===== config.mk =====
export PLATFORM = sky130hd
export DESIGN_NAME = uart_tx_fifo
export DESIGN_NICKNAME = d
export VERILOG_FILES = /design/src/rtl/uart_pkg.sv /design/src/rtl/sync_fifo.sv /design/src/rtl/uart_tx_fifo.sv
export SDC_FILE = /design/constraint.sdc
export NUM_CORES = 1
export LEC_CHECK = 0
export CORE_ASPECT_RATIO = 0.8
export CORE_UTILIZATION = 55
export DETAILED_ROUTE_END_ITERATION = 16
export PLACE_DENSITY = 0.85
export SETUP_SLACK_MARGIN = 0.4
export SYNTH_ARGS = -nofsm -noshare
export SYNTH_HDL_FRONTEND = slang
export SYNTH_SLANG_ARGS = --single-unit

===== constraint.sdc =====
create_clock -name clk -period 2.65 [get_ports clk]
set_input_delay 0.53 -clock clk [delete_from_list [all_inputs] [get_ports clk]]
set_output_delay 0.53 -clock clk [all_outputs]
set_load 0.05 [all_outputs]

===== src/rtl/uart_pkg.sv =====
// Shared UART definitions: TX state encoding, bit-timing helper, word size.
// UART_TX_PARITY_EN adds the PARITY state for 8E1 framing.
package uart_pkg;

  localparam int DATA_BITS = 8;

`ifdef UART_TX_PARITY_EN
  typedef enum logic [2:0] {
    IDLE,
    START,
    DATA,
    PARITY,
    STOP
  } tx_state_t;
`else
  typedef enum logic [1:0] {
    IDLE,
    START,
    DATA,
    STOP
  } tx_state_t;
`endif

  // Rounded to nearest so the line rate error stays within half a clock.
  function automatic int clks_per_bit(
    input int clock_hz,
    input int baud_rate
  );
    return (clock_hz + baud_rate / 2) / baud_rate;
  endfunction

endpackage


===== src/rtl/sync_fifo.sv =====
// Single-clock FIFO with registered occupancy and first-word fall-through.
// DEPTH must be a power of two (>= 2) so pointers wrap naturally.
module sync_fifo #(
  parameter int WIDTH = 8,
  parameter int DEPTH = 16
) (
  input  logic                       clk,
  input  logic                       resetn,
  input  logic                       push,
  input  logic                       pop,
  input  logic [WIDTH-1:0]           din,
  output logic [WIDTH-1:0]           dout,
  output logic                       full,
  output logic                       empty,
  output logic [$clog2(DEPTH+1)-1:0] count
);

  localparam int AW = $clog2(DEPTH);
  localparam int CW = $clog2(DEPTH + 1);

  logic [WIDTH-1:0] mem [DEPTH];
  logic [AW-1:0]    wr_ptr;
  logic [AW-1:0]    rd_ptr;
  logic             do_push;
  logic             do_pop;

  // A push while full is dropped even if a pop frees a slot this cycle.
  assign do_push = push && !full;
  assign do_pop  = pop && !empty;

  assign full  = (count == CW'(DEPTH));
  assign empty = (count == '0);
  assign dout  = mem[rd_ptr];

  always_ff @(posedge clk) begin
    if (do_push) begin
      mem[wr_ptr] <= din;
    end
  end

  always_ff @(posedge clk or negedge resetn) begin
    if (!resetn) begin
      wr_ptr <= '0;
      rd_ptr <= '0;
      count  <= '0;
    end else begin
      if (do_push) begin
        wr_ptr <= wr_ptr + 1'b1;
      end
      if (do_pop) begin
        rd_ptr <= rd_ptr + 1'b1;
      end
      unique case ({do_push, do_pop})
        2'b10:   count <= count + 1'b1;
        2'b01:   count <= count - 1'b1;
        default: count <= count;
      endcase
    end
  end

endmodule


===== src/rtl/uart_tx_fifo.sv =====
// Buffered UART transmitter: byte FIFO feeding an 8N1 serialiser on tx.
// Define UART_TX_PARITY_EN for an even-parity bit (8E1 framing).
module uart_tx_fifo
  import uart_pkg::*;
#(
  parameter int CLOCK_HZ  = 15000000,
  parameter int BAUD_RATE = 115200,
  parameter int DEPTH     = 16
) (
  input  logic                       clk,
  input  logic                       resetn,
  input  logic                       write,
  input  logic [7:0]                 data,
  output logic                       full,
  output logic [$clog2(DEPTH+1)-1:0] count,
  output logic                       busy,
  output logic                       tx
);

  localparam int CPB = clks_per_bit(CLOCK_HZ, BAUD_RATE);
  localparam int CW  = (CPB > 1) ? $clog2(CPB) : 1;
  localparam int BW  = $clog2(DATA_BITS);

  logic                 empty;
  logic                 pop;
  logic [DATA_BITS-1:0] fifo_dout;

  tx_state_t            state_q, state_d;
  logic [CW-1:0]        cnt_q, cnt_d;
  logic [BW-1:0]        bit_q, bit_d;
  logic [DATA_BITS-1:0] shift_q, shift_d;
  logic                 tx_q, tx_d;
  logic                 bit_end;
`ifdef UART_TX_PARITY_EN
  logic                 par_q, par_d;
`endif

  sync_fifo #(
    .WIDTH (DATA_BITS),
    .DEPTH (DEPTH)
  ) u_fifo (
    .clk    (clk),
    .resetn (resetn),
    .push   (write),
    .pop    (pop),
    .din    (data),
    .dout   (fifo_dout),
    .full   (full),
    .empty  (empty),
    .count  (count)
  );

  assign bit_end = (cnt_q == CW'(CPB - 1));
  assign busy    = !empty || (state_q != IDLE);
  assign tx      = tx_q;

  always_comb begin
    state_d = state_q;
    cnt_d   = cnt_q;
    bit_d   = bit_q;
    shift_d = shift_q;
    tx_d    = 1'b1;
    pop     = 1'b0;
`ifdef UART_TX_PARITY_EN
    par_d   = par_q;
`endif
    if (state_q != IDLE) begin
      cnt_d = bit_end ? '0 : cnt_q + 1'b1;
    end
    unique case (state_q)
      IDLE: begin
        if (!empty) begin
          pop     = 1'b1;
          state_d = START;
          cnt_d   = '0;
        end
      end
      START: begin
        tx_d = 1'b0;
        if (bit_end) begin
          state_d = DATA;
          bit_d   = '0;
        end
      end
      DATA: begin
        tx_d = shift_q[0];
        if (bit_end) begin
          shift_d = shift_q >> 1;
          if (bit_q == BW'(DATA_BITS - 1)) begin
`ifdef UART_TX_PARITY_EN
            state_d = PARITY;
`else
            state_d = STOP;
`endif
          end else begin
            bit_d = bit_q + 1'b1;
          end
        end
      end
`ifdef UART_TX_PARITY_EN
      PARITY: begin
        tx_d = par_q;
        if (bit_end) begin
          state_d = STOP;
        end
      end
`endif
      STOP: begin
        if (bit_end) begin
          // Chain straight into the next start bit when data is waiting.
          if (!empty) begin
            pop     = 1'b1;
            state_d = START;
          end else begin
            state_d = IDLE;
          end
        end
      end
      default: begin
        state_d = IDLE;
      end
    endcase
    if (pop) begin
      shift_d = fifo_dout;
`ifdef UART_TX_PARITY_EN
      par_d   = ^fifo_dout;
`endif
    end
  end

  always_ff @(posedge clk or negedge resetn) begin
    if (!resetn) begin
      state_q <= IDLE;
      cnt_q   <= '0;
      bit_q   <= '0;
      shift_q <= '0;
      tx_q    <= 1'b1;
`ifdef UART_TX_PARITY_EN
      par_q   <= 1'b0;
`endif
    end else begin
      state_q <= state_d;
      cnt_q   <= cnt_d;
      bit_q   <= bit_d;
      shift_q <= shift_d;
      tx_q    <= tx_d;
`ifdef UART_TX_PARITY_EN
      par_q   <= par_d;
`endif
    end
  end

endmodule


==> results of run 1 <==
-- critical path: stages, from the launching register on --
cell      delay (ps)
dfrtp_1          390
inv_2             80
ha_4             110
nor3b_4          210
a21oi_2          100
or4_4            480
clkinv_8          80
ha_4             140
xor2_2            70
ha_2             210
nand3b_1         100
o21ai_2           60
a222oi_1         370
nor2_1           110
xor2_1           160
-- per-stage QoR --
stage / setup TNS, ps / setup WS, ps
CTS: -116 / -104
detailed placement: -34.8 / -34.8
floorplan: -105 / -105
global placement: 0 / 56.9
global route: -485 / -235
finish: -198 / -164
-- power groups by stage --
stage,combinational [mW],clock [mW],sequential [mW]
finish,3.31,2.36,3.48
global route,3.53,2.47,3.51
global placement,2.84,0,3.45
floorplan,1.91,0,3.59
CTS,3.17,2.37,3.46
detailed placement,2.95,0,3.49
-- state kept, by name (all words and copies together), names as in the netlist, 2 cells and up --
name           flops
u_fifo.mem       128
cnt_q              8
shift_q            8
u_fifo.count       5
u_fifo.rd_ptr      4
u_fifo.wr_ptr      4
bit_q              3
state_q            2
-- cell usage after synthesis (9+ instances only) --
cell,instances
mux4_2,32
nor2_1,32
o21ai_0,18
nand2_1,37
ha_1,16
edfxtp_1,128
a22oi_1,15
a31oi_1,9
inv_1,12
dfrtp_1,34
-- cells by family (layout without fill, tap and decap cells) --
| logic type | after synthesis | count (layout) | synth area share, % |
|---|---|---|---|
| buffers and inverters | 30 | 117 | 2.12 |
| muxes | 33 | 33 | 10.6 |
| AOI/OAI and AO/OA | 64 | 64 | 6.16 |
| and+or+nand+nor | 108 | 108 | 7.70 |
| adders and majority gates | 16 | 16 | 2.90 |
| DFF | 163 | 163 | 68.4 |
| xor gates and xnor gates | 15 | 15 | 2.12 |
-- final cells by class --
| cell class | instances | area, um^2 |
|---|---|---|
| multi-input combinational | 236 | 2130 |
| inverter | 13 | 61.3 |
| fill | 708 | 3900 |
| clock inverter | 14 | 140 |
| timing repair buffer | 72 | 608 |
| clock buffer | 18 | 429 |
| sequential | 163 | 4730 |
| tap | 171 | 214 |
-- timing repair --
action                                  CTS  global route
gates resized for setup                  18             9
setup buffers                            10             4
pin swaps                                10             5
endpoints found under the setup margin   18             7
-- metal layers --
metal  vias to the layer above  global-route usage, %  routed length [um]
met5                         -                      0                   0
met4                         0                   12.1                 434
met3                        35                   5.97                1280
met2                       266                   41.5                7940
met1                      2150                   32.4                5880
li1                       1796                      -                   -
-- final timing paths --
path	from	to	slack, ps	depth (start not counted)
setup reg to reg	cnt_q[1]	u_fifo.count[4]	-160	14
min in group asynchronous	resetn	cnt_q[5]	520	2
max in group asynchronous	resetn	u_fifo.count[2]	1780	2
setup / recovery	cnt_q[1]	u_fifo.count[4]	-160	14
hold / removal	cnt_q[7]	cnt_q[7]	490	1
hold reg to reg	cnt_q[7]	cnt_q[7]	490	1
==> load_flow_metrics.sql, run 1 <==
INSERT INTO impl_metrics (metric_group, metric, value, unit) VALUES
('timing', 'setup_repair_after_global_routing_missed_its_margin', 'true', ''),
('logic_synthesis', 'synth_cell_types', '46', ''),
('power', 'leakagePower', '3.00', 'nW'),
('detailed_routing', 'route.final.wire_length', '15.5', 'mm'),
('place', 'port_buffers', '18', ''),
('clock_network', 'clk-insertion-delay-late', '420', 'ps'),
('layout', 'postLayoutCoreUtil', '68.1', '%'),
('layout', 'diodes', '0', ''),
('detailed_routing', 'route.detailed.wl_per_inst', '22.6', 'um'),
('worst_hold_path', 'timing.hold.worst.class', 'register to register', ''),
('timing', 'holdWs', '490', 'ps'),
('timing', 'slew_violations', '0', ''),
('timing', 'fin_crit_sh', '106', '%'),
('place', 'gpl.final_weighted_congestion', '0.824', ''),
('clock_network', 'cts_root_buf', 'clkbuf_16', ''),
('global_route', 'grt_antenna_before_repair', '0', ''),
('die', 'core.rowCount', '36', ''),
('layout', 'mostFrequentLayoutCell', 'edfxtp_1', ''),
('global_route', 'grt_max_degree', '36', ''),
('timing', 'final.setup_skew', '8.15', 'ps'),
('die', 'ios', '19', ''),
('detailed_routing', 'drt_pre_antenna_iters', '5', ''),
('worst_setup_path', 'worstSetupPathType', 'register to register', ''),
('run_status', 'run_status', 'finished with violations', ''),
('power', 'netSwitchingFraction', '34.4', '%'),
('die', 'floorplan.initialDensity', '56.5', '%'),
('logic_synthesis', 'synthTopCellsByArea', 'edfxtp_1, dfrtp_1, mux4_2', ''),
('worst_setup_path', 'worstPathArrival', '3120', 'ps'),
('clock_network', 'number_of_buffers_added_by_the_clock_tree_synthesis_step', '17', ''),
('logic_synthesis', 'synthFlopType', 'edfxtp_1', ''),
('run_status', 'failed_checks', 'negative setup slack', ''),
('layout', 'layout_cell_share_with_drive_strength_beyond_1', '32.0', '%'),
('logic_synthesis', 'syn_inst', '429', ''),
('clock_network', 'max-clock-path-buffers', '2', ''),
('die', 'dieHeight', '102', 'um'),
('timing', 'setup_ws', '-164', 'ps'),
('run', 'maxCapViolCount', '0', ''),
('timing', 'timing.final.setup_violations', '2', ''),
('timing', 'worst-slew-pin-transition', '771', 'ps'),
('timing', 'timing.final.crit_period', '2810', 'ps'),
('clock_network', 'clock_tree_from_tritoncts', 'built', ''),
('clock_network', 'number_of_clock_sinks', '163', ''),
('global_route', 'grt_pass1_vias', '4125', ''),
('power', 'design_internal_power', '6.00', 'mW'),
('logic_synthesis', 'synth.ff_latch_count', '163', ''),
('logic_synthesis', 'ys_seq_area_share', '68.4', '%'),
('detailed_routing', 'detail_route.vias_per_cell', '6.18', ''),
('layout', 'areaGrowthSynthToFinish', '20.4', '%'),
('layout', 'mostFrequentLayoutCells', 'edfxtp_1, buf_4, nand2_1', ''),
('logic_synthesis', 'netlist.top_cell.by_area', 'edfxtp_1', ''),
('die', 'die_area', '0.0130', 'mm^2'),
('logic_synthesis', 'synth-edff-count', '128', ''),
('logic_synthesis', 'syn-cell-area', '0.00690', 'mm^2'),
('clock_network', 'cts_hold_repair.buffers', '0', ''),
('global_route', 'globalRoute.totalOverflow', '0', ''),
('worst_setup_path', 'endpoint_kind', 'register', ''),
('die', 'design.core.area', '0.0122', 'mm^2'),
('die', 'chipWidth', '127', 'um'),
('worst_setup_path', 'cp_data_required_time', '2950', 'ps'),
('logic_synthesis', 'net_count_after_synthesis', '456', ''),
('power', 'clkPwrFrac', '25.8', '%'),
('power', 'overall_power_consumption', '9.14', 'mW'),
('place', 'place_area', '0.00757', 'mm^2'),
('logic_synthesis', 'yosys.area.top_type_share', '55.7', '%'),
('layout', 'fin_nets', '530', ''),
('timing', 'max_freq', '0.355', 'GHz'),
('logic_synthesis', 'asyncSetResetFlopFracSynth', '21.5', '%'),
('clock_network', 'cts-htree-levels', '4', ''),
('layout', 'post_layout_nonfiller_instances', '687', ''),
('global_route', 'grtUsageTotal', '25.3', '%'),
('power', 'p_sw', '3.15', 'mW');
Power figures use the tool's default switching activity.
==> run 2: changes to the inputs <==
- clock period: 2.65 -> 2.3 ns (I/O delays scaled with it)
==> run 2 against run 1 <==
The run still ends with negative setup slack left. First-iteration DRC count increased by 12%. Non-clock buffer count grew 18. Hold slack lost 38 ps. Register-to-register slack lost 660 ps. Fmax decreased by 9.9%. Clock power grew 12%. Sequential power rose by 16%. Sequential cell count unchanged. Utilization up 4.5 points. Highest routed layer unchanged.
==> load_flow_metrics.sql, run 2 (synthesis gave the netlist of run 1 again) <==
INSERT INTO impl_metrics (metric_group, metric, value, unit) VALUES
('run_status', 'run_status', 'finished with violations', ''),
('run_status', 'failed_checks', 'negative setup slack', ''),
('layout', 'reg_top3', 'u_fifo.mem: 128 flops, cnt_q: 8 flops, shift_q: 8 flops', ''),
('worst_hold_path', 'timing.hold.worst.class', 'primary input to async pin', ''),
('timing', 'setup_repair_after_global_routing_missed_its_margin', 'true', ''),
('layout', 'diodes', '0', ''),
('global_route', 'grt_pass1_vias', '4254', ''),
('clock_network', 'cts-htree-levels', '4', ''),
('power', 'leakagePower', '3.21', 'nW'),
('clock_network', 'cts_root_buf', 'clkbuf_16', ''),
('timing', 'fin_crit_sh', '136', '%'),
('detailed_routing', 'drt-initial-drc-count', '554', ''),
('timing', 'relSlewSlack', '49.8', '%'),
('run', 'maxCapViolCount', '0', ''),
('global_route', 'wire_length_of_the_first_global_routing_pass', '24.9', 'mm'),
('layout', 'post_layout_nonfiller_instances', '705', ''),
('die', 'chipWidth', '127', 'um'),
('timing', 'max_freq', '0.320', 'GHz'),
('die', 'dieHeight', '102', 'um'),
('place', 'placedCellCount', '653', ''),
('detailed_routing', 'post-route-drc-count', '0', ''),
('worst_setup_path', 'timing.reg2reg.worst_path_depth', '13', ''),
('layout', 'areaGrowthSynthToFinish', '28.4', '%'),
('global_route', 'grt_antenna_before_repair', '0', ''),
('worst_setup_path', 'cp-start-kind', 'register', ''),
('worst_setup_path', 'worstSetupPathType', 'register to register', ''),
('clock_network', 'cts_hold_repair.buffers', '0', ''),
('layout', 'largest_register_ff_count', '128', ''),
('place', 'hpwlAfterDp', '9.11', 'mm'),
('global_route', 'globalRoute.totalOverflow', '0', ''),
('global_route', 'grtUsageTotal', '27.4', '%'),
('detailed_routing', 'antenna_left', '0', ''),
('layout', 'regMostFlops', 'u_fifo.mem', ''),
('worst_setup_path', 'endpoint_kind', 'register', ''),
('worst_setup_path', 'cp_data_required_time', '2590', 'ps'),
('layout', 'mostFrequentLayoutCell', 'edfxtp_1', ''),
('clock_network', 'clk-insertion-delay-late', '420', 'ps'),
('clock_network', 'clock_tree_from_tritoncts', 'built', ''),
('timing', 'slew_violations', '0', ''),
('die', 'design.core.area', '0.0122', 'mm^2'),
('layout', 'fin_nets', '548', ''),
('detailed_routing', 'route.detailed.wl_per_inst', '25.2', 'um'),
('power', 'overall_power_consumption', '11.4', 'mW'),
('die', 'core.rowCount', '36', ''),
('detailed_routing', 'detail_route.vias_per_cell', '6.17', ''),
('detailed_routing', 'route.final.wire_length', '17.8', 'mm'),
('die', 'ios', '19', ''),
('power', 'pwr-share-seq', '35.3', '%'),
('power', 'design_internal_power', '7.30', 'mW'),
('clock_network', 'number_of_clock_sinks', '163', ''),
('worst_setup_path', 'worst-path-max-fanout', '3', ''),
('worst_setup_path', 'worstPathArrival', '3410', 'ps'),
('timing', 'setup_ws', '-822', 'ps'),
('detailed_routing', 'via_count', '4353', ''),
('layout', 'layout_cell_share_with_drive_strength_beyond_1', '39.3', '%'),
('power', 'p_sw', '4.15', 'mW'),
('place', 'port_buffers', '18', ''),
('clock_network', 'number_of_buffers_added_by_the_clock_tree_synthesis_step', '17', ''),
('clock_network', 'cts.clk_slew.worst_paths', '60', 'ps'),
('layout', 'fillers', '652', ''),
('timing', 'final.setup_skew', '10.1', 'ps'),
('timing', 'timing.final.crit_period', '3120', 'ps'),
('die', 'floorplan.initialDensity', '56.5', '%'),
('die', 'die_area', '0.0130', 'mm^2'),
('timing', 'hold_violations', '0', ''),
('global_route', 'grt_max_degree', '36', ''),
('clock_network', 'max-clock-path-buffers', '2', ''),
('timing', 'timing.final.setup_violations', '8', ''),
('timing', 'worst-slew-pin-transition', '751', 'ps'),
('place', 'gpl.final_weighted_congestion', '0.761', ''),
('layout', 'mostFrequentLayoutCells', 'edfxtp_1, buf_4, mux4_2', ''),
('power', 'clkPwrFrac', '23.1', '%'),
('power', 'power.share.combinational', '41.6', '%'),
('power', 'power_per_cell_area', '1290', 'mW/mm^2'),
('worst_setup_path', 'timing.reg2reg.setup_slack', '-820', 'ps'),
('power', 'power.ir.vdd_worst', '0.924', 'mV'),
('power', 'netSwitchingFraction', '36.2', '%'),
('detailed_routing', 'drt_pre_antenna_iters', '7', '');
run 2: area by class of cell:
cell class                 instances  area, um^2  area share, %
sequential                       163        4730           53.3
multi-input combinational        236        2440           27.5
timing repair buffer              90         871           9.83
clock buffer                      24         462           5.21
tap                              171         214           2.41
clock inverter                     8        83.8          0.946
inverter                          13        63.8          0.720
run 2: stage by stage:
stage          hold slack [ps]  util [%]  setup slack, ps  area [um^2]  setup TNS, ps
2_1_floorplan              164         -             -455         7040          -1230
3_3_place_gp               495      63.8             -278         7790           -744
3_5_place_dp               524      63.8             -410         7790          -1250
4_1_cts                    467      71.0             -541         8670          -1650
5_1_grt                    499      72.6             -869         8860          -3290
6_report                   452      72.6             -822         8860          -2560
run 2: timing repair:
action	CTS	global route
resized for setup	59	42
endpoints found under the setup margin	154	112
pin swaps	16	20
buffers inserted	14	4
endpoints found under the hold margin	0	0
gates cloned	2	0
run 2: power by group through the flow:
stage,registers [mW],logic (mW),clock network [mW]
after global routing,4.08,5.02,2.77
after CTS,4.00,4.20,2.63
after detailed placement,4.06,3.69,0
final,4.04,4.76,2.64
after global placement,4.03,3.54,0
after floorplan,4.14,2.32,0
run 2: metal layers:
metal  track usage, %  part of all wire, %  up-vias
li1                 -                    -     1835
met1             35.5                   37     2204
met2             45.1                   52      248
met5                0                    0        -
met3             6.60                  7.0       66
met4             12.1                  3.9        0
run 2: worst max-delay path, stage by stage, from the launching register on:
cell and delay [ps]:
dfrtp_1 390, inv_2 80, ha_4 120, nor3b_4 230
a21oi_2 120, or4_4 620, clkinv_8 80, ha_4 160
xor2_4 200, ha_4 180, nor2_2 50, a222oi_1 390
nor2_1 170, xor2_1 200
run 2: worst paths after layout:
check	from	endpoint
setup / recovery	cnt_q[1]	u_fifo.count[4]
hold / removal	resetn	cnt_q[7]
setup reg to reg	cnt_q[1]	u_fifo.count[4]
hold reg to reg	bit_q[1]	bit_q[1]
max in group asynchronous	resetn	u_fifo.rd_ptr[0]
min in group clk	bit_q[1]	bit_q[1]
==> run 3: changes to the inputs <==
- CAP_MARGIN: default -> 40
==> run 3 against run 2 <==
The run still ends with negative setup slack left. Setup slack improved by 360 ps. Critical path type unchanged. Hold slack got worse by 13 ps. Combinational power decreased by 7.8%. Cell count decreased by 0.14%. Clock power grew 4%. Via count fell by 0.76%. Highest routed layer unchanged. Non-clock buffer count is 1 lower. Design area fell by 1.6%. Global-route usage fell by 1.1 points. First-iteration DRC count decreased by 24%. Sequential power about the same.
==> load_flow_metrics.sql, run 3 (synthesis gave the netlist of run 1 again) <==
INSERT INTO impl_metrics (metric_group, metric, value, unit) VALUES
('timing', 'setup_repair_after_global_routing_missed_its_margin', 'true', ''),
('detailed_routing', 'antenna_left', '0', ''),
('clock_network', 'clk-insertion-delay-late', '430', 'ps'),
('worst_setup_path', 'worst-path-max-fanout', '5', ''),
('layout', 'areaGrowthSynthToFinish', '26.4', '%'),
('clock_network', 'cts-htree-levels', '4', ''),
('place', 'gpl.final_weighted_congestion', '0.761', ''),
('place', 'dp_slack', '-351', 'ps'),
('detailed_routing', 'drt-initial-drc-count', '420', ''),
('global_route', 'grt_pass1_vias', '4172', ''),
('detailed_routing', 'route.detailed.wl_per_inst', '23.8', 'um'),
('layout', 'postLayoutCoreUtil', '71.5', '%'),
('timing', 'timing.final.crit_period', '2760', 'ps'),
('timing', 'holdWs', '439', 'ps'),
('worst_setup_path', 'worstPathArrival', '3070', 'ps'),
('power', 'power_per_cell_area', '1280', 'mW/mm^2'),
('layout', 'layout_cell_share_with_drive_strength_beyond_1', '38.3', '%'),
('detailed_routing', 'via_count', '4320', ''),
('layout', 'fillers', '683', ''),
('layout', 'mostFrequentLayoutCells', 'edfxtp_1, buf_4, nand2_1, mux4_2, dfrtp_1', ''),
('worst_setup_path', 'timing.reg2reg.worst_path_depth', '13', ''),
('clock_network', 'max-clock-path-buffers', '2', ''),
('die', 'ios', '19', ''),
('detailed_routing', 'detail_route.vias_per_cell', '6.14', ''),
('worst_setup_path', 'critical_path.reg2reg.startpoint', 'cnt_q[1]', ''),
('layout', 'post_layout_nonfiller_instances', '704', ''),
('detailed_routing', 'drt_pre_antenna_iters', '6', ''),
('die', 'die_area', '0.0130', 'mm^2'),
('layout', 'seq_area', '0.00473', 'mm^2'),
('run', 'maxCapViolCount', '0', ''),
('die', 'design.core.area', '0.0122', 'mm^2'),
('worst_setup_path', 'critPathMostFrequentCell', 'ha_4', ''),
('clock_network', 'number_of_clock_sinks', '163', ''),
('global_route', 'grt_antenna_before_repair', '0', ''),
('layout', 'reg_top3', 'u_fifo.mem: 128 flops, cnt_q: 8 flops, shift_q: 8 flops', ''),
('worst_setup_path', 'cp-start-kind', 'register', ''),
('worst_setup_path', 'timing.reg2reg.setup_slack', '-460', 'ps'),
('clock_network', 'cts.clk_slew.worst_paths', '60', 'ps'),
('global_route', 'wire_length_of_the_first_global_routing_pass', '23.9', 'mm'),
('timing', 'fin_crit_sh', '120', '%'),
('timing', 'timing.final.setup_violations', '6', ''),
('detailed_routing', 'route.final.wire_length', '16.7', 'mm'),
('place', 'port_buffers', '18', ''),
('worst_setup_path', 'cp_data_required_time', '2610', 'ps'),
('timing', 'final.setup_skew', '12.7', 'ps'),
('place', 'place_area', '0.00780', 'mm^2'),
('layout', 'multiInputGateArea', '0.00233', 'mm^2'),
('worst_setup_path', 'reg2reg_to', 'u_fifo.count[3]', ''),
('timing', 'max_freq', '0.362', 'GHz'),
('clock_network', 'number_of_buffers_added_by_the_clock_tree_synthesis_step', '17', ''),
('die', 'dieHeight', '102', 'um'),
('power', 'power.ir.vdd_worst', '0.876', 'mV'),
('timing', 'slew_violations', '0', ''),
('power', 'leakagePower', '3.13', 'nW'),
('timing', 'hold_violations', '0', ''),
('clock_network', 'cts_root_buf', 'clkbuf_16', ''),
('worst_setup_path', 'worst_path_largest_cell_delay', '480', 'ps'),
('place', 'placedCellCount', '654', ''),
('place', 'hpwlAfterDp', '9.13', 'mm'),
('global_route', 'grtUsageTotal', '26.4', '%'),
('die', 'core.rowCount', '36', ''),
('timing', 'worst-slew-pin-transition', '755', 'ps'),
('die', 'floorplan.initialDensity', '56.5', '%'),
('worst_setup_path', 'chain_of_cells_forming_the_critical_path', 'inv_2 > ha_4 > nor3b_4 > a21oi_2 > or4_4 > clkinv_8 > buf_4 > buf_6 > ha_4 > o21ai_1 > a222oi_1 > nor2_1 > xor2_1', ''),
('clock_network', 'clock_tree_from_tritoncts', 'built', ''),
('worst_setup_path', 'endpoint_kind', 'register', ''),
('timing', 'setup_ws', '-460', 'ps'),
('worst_hold_path', 'timing.hold.worst.class', 'primary input to async pin', ''),
('worst_setup_path', 'worstSetupPathType', 'register to register', ''),
('layout', 'mostFrequentLayoutCell', 'edfxtp_1', ''),
('global_route', 'globalRoute.totalOverflow', '0', ''),
('layout', 'diodes', '0', ''),
('layout', 'final_cell_area', '0.00872', 'mm^2'),
('global_route', 'grt_max_degree', '36', ''),
('detailed_routing', 'post-route-drc-count', '0', ''),
('die', 'chipWidth', '127', 'um'),
('layout', 'fin_nets', '547', ''),
('layout', 'regMostFlops', 'u_fifo.mem', ''),
('run_status', 'failed_checks', 'negative setup slack', ''),
('worst_setup_path', 'slowest_stage', 'or4_4', ''),
('layout', 'largest_register_ff_count', '128', ''),
('timing', 'relSlewSlack', '49.5', '%'),
('run_status', 'run_status', 'finished with violations', '');
-- run 3: per-stage QoR --
| stage | power (mW) | setup TNS [ps] |
|---|---|---|
| floorplan | 6.46 | -1230 |
| global placement | 7.56 | -744 |
| detailed placement | 7.76 | -1130 |
| CTS | 10.7 | -1060 |
| global route | 11.6 | -1920 |
| finish | 11.2 | -1510 |
-- run 3: worst max-delay path by stage --
stage          startpoint               to  slack [ps]  cells past startpoint
2_1_floorplan    cnt_q[1]  u_fifo.count[4]        -460                     13
3_3_place_gp     cnt_q[1]  u_fifo.count[4]        -280                     13
3_5_place_dp     cnt_q[4]  u_fifo.count[4]        -350                     11
4_1_cts          cnt_q[4]  u_fifo.count[4]        -330                     11
5_1_grt          cnt_q[1]  u_fifo.count[4]        -510                     13
6_report         cnt_q[1]  u_fifo.count[3]        -460                     13
-- run 3: final cells by class --
| cell class | count | share of cell area [%] |
|---|---|---|
| Clock buffer | 24 | 5.29 |
| Clock inverter | 8 | 1.20 |
| Inverter | 13 | 0.731 |
| Multi-Input combinational cell | 236 | 26.7 |
| Sequential cell | 163 | 54.2 |
| Tap cell | 171 | 2.45 |
| Timing Repair Buffer | 89 | 9.39 |
-- run 3: repair_timing --
item                                    4_1_cts  5_1_grt
buffers inserted                              9        8
cloned                                        1        0
resized for setup                            38       32
hold buffers                                  0        0
endpoints found under the setup margin      137      144
pin swaps                                    10        9
-- run 3: report_power, final --
group,total (mW),internal (mW),switching (mW)
clock,2.75,1.63,1.12
combinational,4.39,1.97,2.42
sequential,4.02,3.68,0.341
-- run 3: critical path: cells and delay by family (launching register included) --
family	cells	cell delay, ps
xor+xnor	1	160
simple gates	3	800
compound gates	3	600
buf+inv	4	370
flops	1	390
fa+ha+maj	2	310
-- run 3: routing by layer --
layer / global-route usage, % / wire (um)
met5: 0 / 0
met2: 43.5 / 8610
met4: 10.3 / 408
met1: 34.6 / 6250
met3: 6.23 / 1480
